===== src/rtl/nibble_serial_add_pkg.sv =====
// Shared types and constants for the nibble-serial adder.
// The index width helper keeps the counter sized to the nibble count.
package nibble_serial_add_pkg;

  localparam int NIBBLE = 4;

  typedef enum logic [1:0] {
    IDLE = 2'd0,
    RUN  = 2'd1,
    DONE = 2'd2
  } state_t;

  // Clamped to 1 so an illegal WIDTH still elaborates far enough to hit the width check.
  function automatic int idx_w(input int width);
    int w;
    w = $clog2(width / NIBBLE);
    return (w < 1) ? 1 : w;
  endfunction

endpackage


===== src/rtl/nibble_serial_add_adder4.sv =====
// Structural 4-bit ripple-carry adder built from per-bit full adders.
module Adder4 (
  input  logic [3:0] a,
  input  logic [3:0] b,
  input  logic       ci,
  output logic [3:0] s,
  output logic       co
);

  logic [4:0] c;
  assign c[0] = ci;

  for (genvar i = 0; i < 4; i++) begin : g_fa
    logic p;
    assign p      = a[i] ^ b[i];
    assign s[i]   = p ^ c[i];
    assign c[i+1] = (a[i] & b[i]) | (c[i] & p);
  end

  assign co = c[4];

endmodule


===== src/rtl/nibble_serial_add.sv =====
// WIDTH-bit adder that reuses one 4-bit ripple adder over WIDTH/4 cycles,
// least significant nibble first, with valid/ready handshakes on both sides.
module nibble_serial_add
  import nibble_serial_add_pkg::*;
#(
  parameter int WIDTH = 16
) (
  input  logic             clk,
  input  logic             rst,
  input  logic             in_valid,
  output logic             in_ready,
  input  logic [WIDTH-1:0] a,
  input  logic [WIDTH-1:0] b,
  input  logic             c_in,
  output logic             out_valid,
  input  logic             out_ready,
  output logic [WIDTH-1:0] sum,
  output logic             c_out,
  output logic             ovf
);

  localparam int NN = WIDTH / NIBBLE;
  localparam int IW = idx_w(WIDTH);

  if ((WIDTH % NIBBLE) != 0 || WIDTH < 8) begin : g_bad_width
    $error("nibble_serial_add: WIDTH must be a multiple of 4 and >= 8");
  end

  state_t                       state;
  logic [IW-1:0]                idx;
  logic                         carry;
  logic [NN-1:0][NIBBLE-1:0]    a_q, b_q, res_q;
  logic                         out_valid_q;
  logic [NIBBLE-1:0]            add_s;
  logic                         add_co;
  logic                         a_msb, b_msb, r_msb;

  Adder4 u_add (
    .a  (a_q[idx]),
    .b  (b_q[idx]),
    .ci (carry),
    .s  (add_s),
    .co (add_co)
  );

  assign in_ready = (state == IDLE) && !rst;

  always_ff @(posedge clk or posedge rst) begin
    if (rst) begin
      state       <= IDLE;
      idx         <= '0;
      carry       <= 1'b0;
      a_q         <= '0;
      b_q         <= '0;
      res_q       <= '0;
      out_valid_q <= 1'b0;
    end else begin
      case (state)
        IDLE: begin
          if (in_valid && in_ready) begin
            a_q   <= a;
            b_q   <= b;
            carry <= c_in;
            idx   <= '0;
            res_q <= '0;
            state <= RUN;
          end
        end
        RUN: begin
          // Final carry only lands in the carry register; it never wraps to bit 0.
          res_q[idx] <= add_s;
          carry      <= add_co;
          if (idx == IW'(NN - 1)) begin
            idx         <= '0;
            state       <= DONE;
            out_valid_q <= 1'b1;
          end else begin
            idx <= idx + IW'(1);
          end
        end
        DONE: begin
          if (out_ready) begin
            state       <= IDLE;
            out_valid_q <= 1'b0;
          end
        end
        default: begin
          state       <= IDLE;
          out_valid_q <= 1'b0;
        end
      endcase
    end
  end

  assign a_msb = a_q[NN-1][NIBBLE-1];
  assign b_msb = b_q[NN-1][NIBBLE-1];
  assign r_msb = res_q[NN-1][NIBBLE-1];

  // Result outputs are gated so they read zero outside DONE.
  assign out_valid = out_valid_q;
  assign sum       = out_valid_q ? res_q : '0;
  assign c_out     = out_valid_q & carry;
  assign ovf       = out_valid_q & (a_msb == b_msb) & (r_msb != a_msb);

endmodule


===== config.mk =====
export PLATFORM = sky130hd
export DESIGN_NAME = nibble_serial_add
export DESIGN_NICKNAME = d
export VERILOG_FILES = /design/src/rtl/nibble_serial_add_pkg.sv /design/src/rtl/nibble_serial_add_adder4.sv /design/src/rtl/nibble_serial_add.sv
export SDC_FILE = /design/constraint.sdc
export NUM_CORES = 1
export LEC_CHECK = 0
export BUFFER_PORTS_ARGS = -buffer_cell sky130_fd_sc_hd__buf_4
export CORE_MARGIN = 4
export CORE_UTILIZATION = 58
export CTS_CLUSTER_DIAMETER = 30
export CTS_CLUSTER_SIZE = 8
export DETAILED_ROUTE_END_ITERATION = 8
export PLACE_DENSITY = 0.85
export SLEW_MARGIN = 40
export SYNTH_ARGS = -nofsm -noshare
export SYNTH_HDL_FRONTEND = slang
export SYNTH_HIERARCHICAL = 1
export SYNTH_SLANG_ARGS = --single-unit

===== constraint.sdc =====
create_clock -name clk -period 7.1 [get_ports clk]
set_input_delay 0.71 -clock clk [delete_from_list [all_inputs] [get_ports clk]]
set_output_delay 0.71 -clock clk [all_outputs]
set_load 0.1 [all_outputs]

==> flow_metrics.env <==
export IMPL_synth_seq_cells=54
export IMPL_clk_pin_slew_ns=0.10
export IMPL_stdcell_count=297
export IMPL_postSynthAreaPerCell_um2=13.7
export IMPL_crit_fanout=12
export IMPL_ys_flop_type="dfrtp_1"
export IMPL_ys_seq_area_frac=0.518
export IMPL_die_h_um=75.1
export IMPL_die_area_mm2=0.00564
export IMPL_final_setup_tns_ns=0
export IMPL_syn_to_final_growth_pct=21.0
export IMPL_gr_usage_all_layers=0.185
export IMPL_period_share=0.463
export IMPL_slew_headroom=0.527
export IMPL_hold_buffers=0
export IMPL_netlist_area_leader_share=0.518
export IMPL_worst_clock_skew_ns=0.00648
export IMPL_placed_area_mm2=0.00305
export IMPL_design_area_mm2=0.00316
export IMPL_fmax_ghz=0.304
export IMPL_place_hpwl_mm=3.56
export IMPL_maxCapViolations=0
export IMPL_slew_violations=0
export IMPL_post_cts_buffers=0
export IMPL_cpMaxStageDelayCell="dfrtp_1"
export IMPL_required_ns=7.34
export IMPL_setup_viol_count_final=0
export IMPL_cp_num_buf_inv=4
export IMPL_antenna_cells=0
export IMPL_synth_cell_types=28
export IMPL_numClockSinks=54
export IMPL_post_route_drc_count=0
export IMPL_cp_top_family="adder cells"
export IMPL_rows=24
export IMPL_timing_critical_path_cells="mux4_2 -> fa_1 -> inv_1 -> fa_1 -> inv_1 -> fa_1 -> inv_1 -> fa_1 -> inv_1 -> nand3_1 -> o21ai_0"
export IMPL_final_layout_size_suffix_gt1_frac=0.449
export IMPL_ys_async_sr_fraction=1.00
export IMPL_synth_commonest_cells="dfrtp_1 (54), mux2_2 (33), inv_1 (18)"
export IMPL_cts_root_buf="clkbuf_8"
export IMPL_synth_edf_count=0
export IMPL_netlist_instances=191
export IMPL_reg2reg_depth=11
export IMPL_nFillCells=309
export IMPL_grt_pass1_vias=1691
export IMPL_clkLatencyLatePin_ns=0.31
export IMPL_synth_fp_nets=236
export IMPL_cp_end_kind="register"
export IMPL_arrival_ns=3.53
export IMPL_worstSetupStartpointType="register"
export IMPL_place_inst=289
export IMPL_yosys_area_top_type="dfrtp_1"
export IMPL_cts_resized=0
export IMPL_wire_per_inst_um=16.5
export IMPL_grt_overflow_total=0
export IMPL_port_buffers=56
export IMPL_status="complete, no violations"
export IMPL_fin_crit_ns=3.29
export IMPL_clk_path_buf_depth=2
export IMPL_place_congestion=0.811
export IMPL_core_mm2=0.00435
export IMPL_min_path_type="register to register"
export IMPL_ys_warn_count=6
export IMPL_grt_max_degree=55
export IMPL_vias=1706
export IMPL_die_w_um=75.1
export IMPL_start_util=0.599
export IMPL_first_pass_iters=4
export IMPL_htree_levels=2
export IMPL_hold_violations=0
export IMPL_grt_pass1_wl_mm=7.86
export IMPL_cp_depth=11
export IMPL_ys_top_cells_by_area="dfrtp_1 (52%), mux2_2 (14%), mux4_2 (6.9%)"
export IMPL_drtAntennaViolNets=0
export IMPL_cts_tree="done"
export IMPL_wl_mm=4.91
export IMPL_drt_iter0_drc=110
export IMPL_final_nets=289
export IMPL_ioPinCount=57
export IMPL_rsz0062_at_grt="no"
export IMPL_worst_pin_slew_ns=0.710
export IMPL_routed_via_density=5.74
export IMPL_whs_path_depth=1
export IMPL_numCtsBuffers=5
export IMPL_critPathMaxStageDelay_ns=0.74
export IMPL_antenna_found_initial=0
export IMPL_path_class="register to register"
export IMPL_syn_cell_area_mm2=0.00261
export IMPL_yosysMostFrequentCell="dfrtp_1"
==> per-layer routing <==
metal / wire length, um / vias up / global-route usage
li1: - / 787 / -
met1: 2090 / 845 / 0.240
met2: 2380 / 64 / 0.310
met3: 340 / 10 / 0.0374
met4: 90 / 0 / 0.0672
met5: 0 / - / 0
==> logic make-up (layout without fill, tap and decap cells) <==
| logic type | Yosys count | in the layout | synth area share |
|---|---|---|---|
| AOI/OAI and AO/OA | 25 | 25 | 0.0796 |
| adders and majority gates | 8 | 8 | 0.0499 |
| buffers and inverters | 29 | 83 | 0.0479 |
| DFF | 54 | 54 | 0.518 |
| muxes | 44 | 44 | 0.227 |
| and+or+nand+nor | 31 | 31 | 0.0777 |
==> state kept, by name, indices dropped and copies added (netlist names) <==
register / count
a_msb: 1
a_q: 15
b_msb: 1
b_q: 15
carry: 1
idx: 2
out_valid: 1
r_msb: 1
res_q: 15
state: 2
==> stage by stage <==
stage | hold WS [ns] | utilization | setup WS [ns]
floorplan | 0.458 | - | 3.11
global placement | 0.470 | 0.699 | 3.89
detailed placement | 0.476 | 0.700 | 3.77
CTS | 0.499 | 0.725 | 3.76
global route | 0.502 | 0.725 | 3.55
finish | 0.494 | 0.725 | 3.81
==> final timing paths <==
check	startpoint	slack (ns)	end
setup / recovery	idx[0]	3.81	r_msb
min in group asynchronous	rst	0.53	carry
setup reg to reg	idx[0]	3.81	r_msb
hold / removal	res_q[1]	0.49	res_q[1]
hold reg to reg	res_q[1]	0.49	res_q[1]
max in group asynchronous	rst	6.16	a_q[5]
==> cell usage in the layout, fill, tap and decap left out, types with 2 or more instances in the layout <==
master	count
mux2_2	33
fa_1	4
o31ai_1	2
a32o_1	12
dfrtp_1	54
and2_1	17
a22o_1	2
inv_1	17
mux4_2	8
ha_1	4
mux2i_2	3
or3_1	2
o21ai_0	5
clkbuf_8	5
nand3_1	5
buf_4	57
==> area by class of cell <==
type	instances	area [um2]	area share
clock buffers	6	72.6	0.0230
clock inverters	2	37.5	0.0119
inverters	18	70.1	0.0222
flip-flops and latches	54	1350	0.428
multi-input cells	108	1130	0.359
repair buffers	57	428	0.135
well taps	52	65.1	0.0206
Power is left out: the tool's default activity adds up to more than one toggle a clock period on the data nets, which glitch-free logic cannot reach.
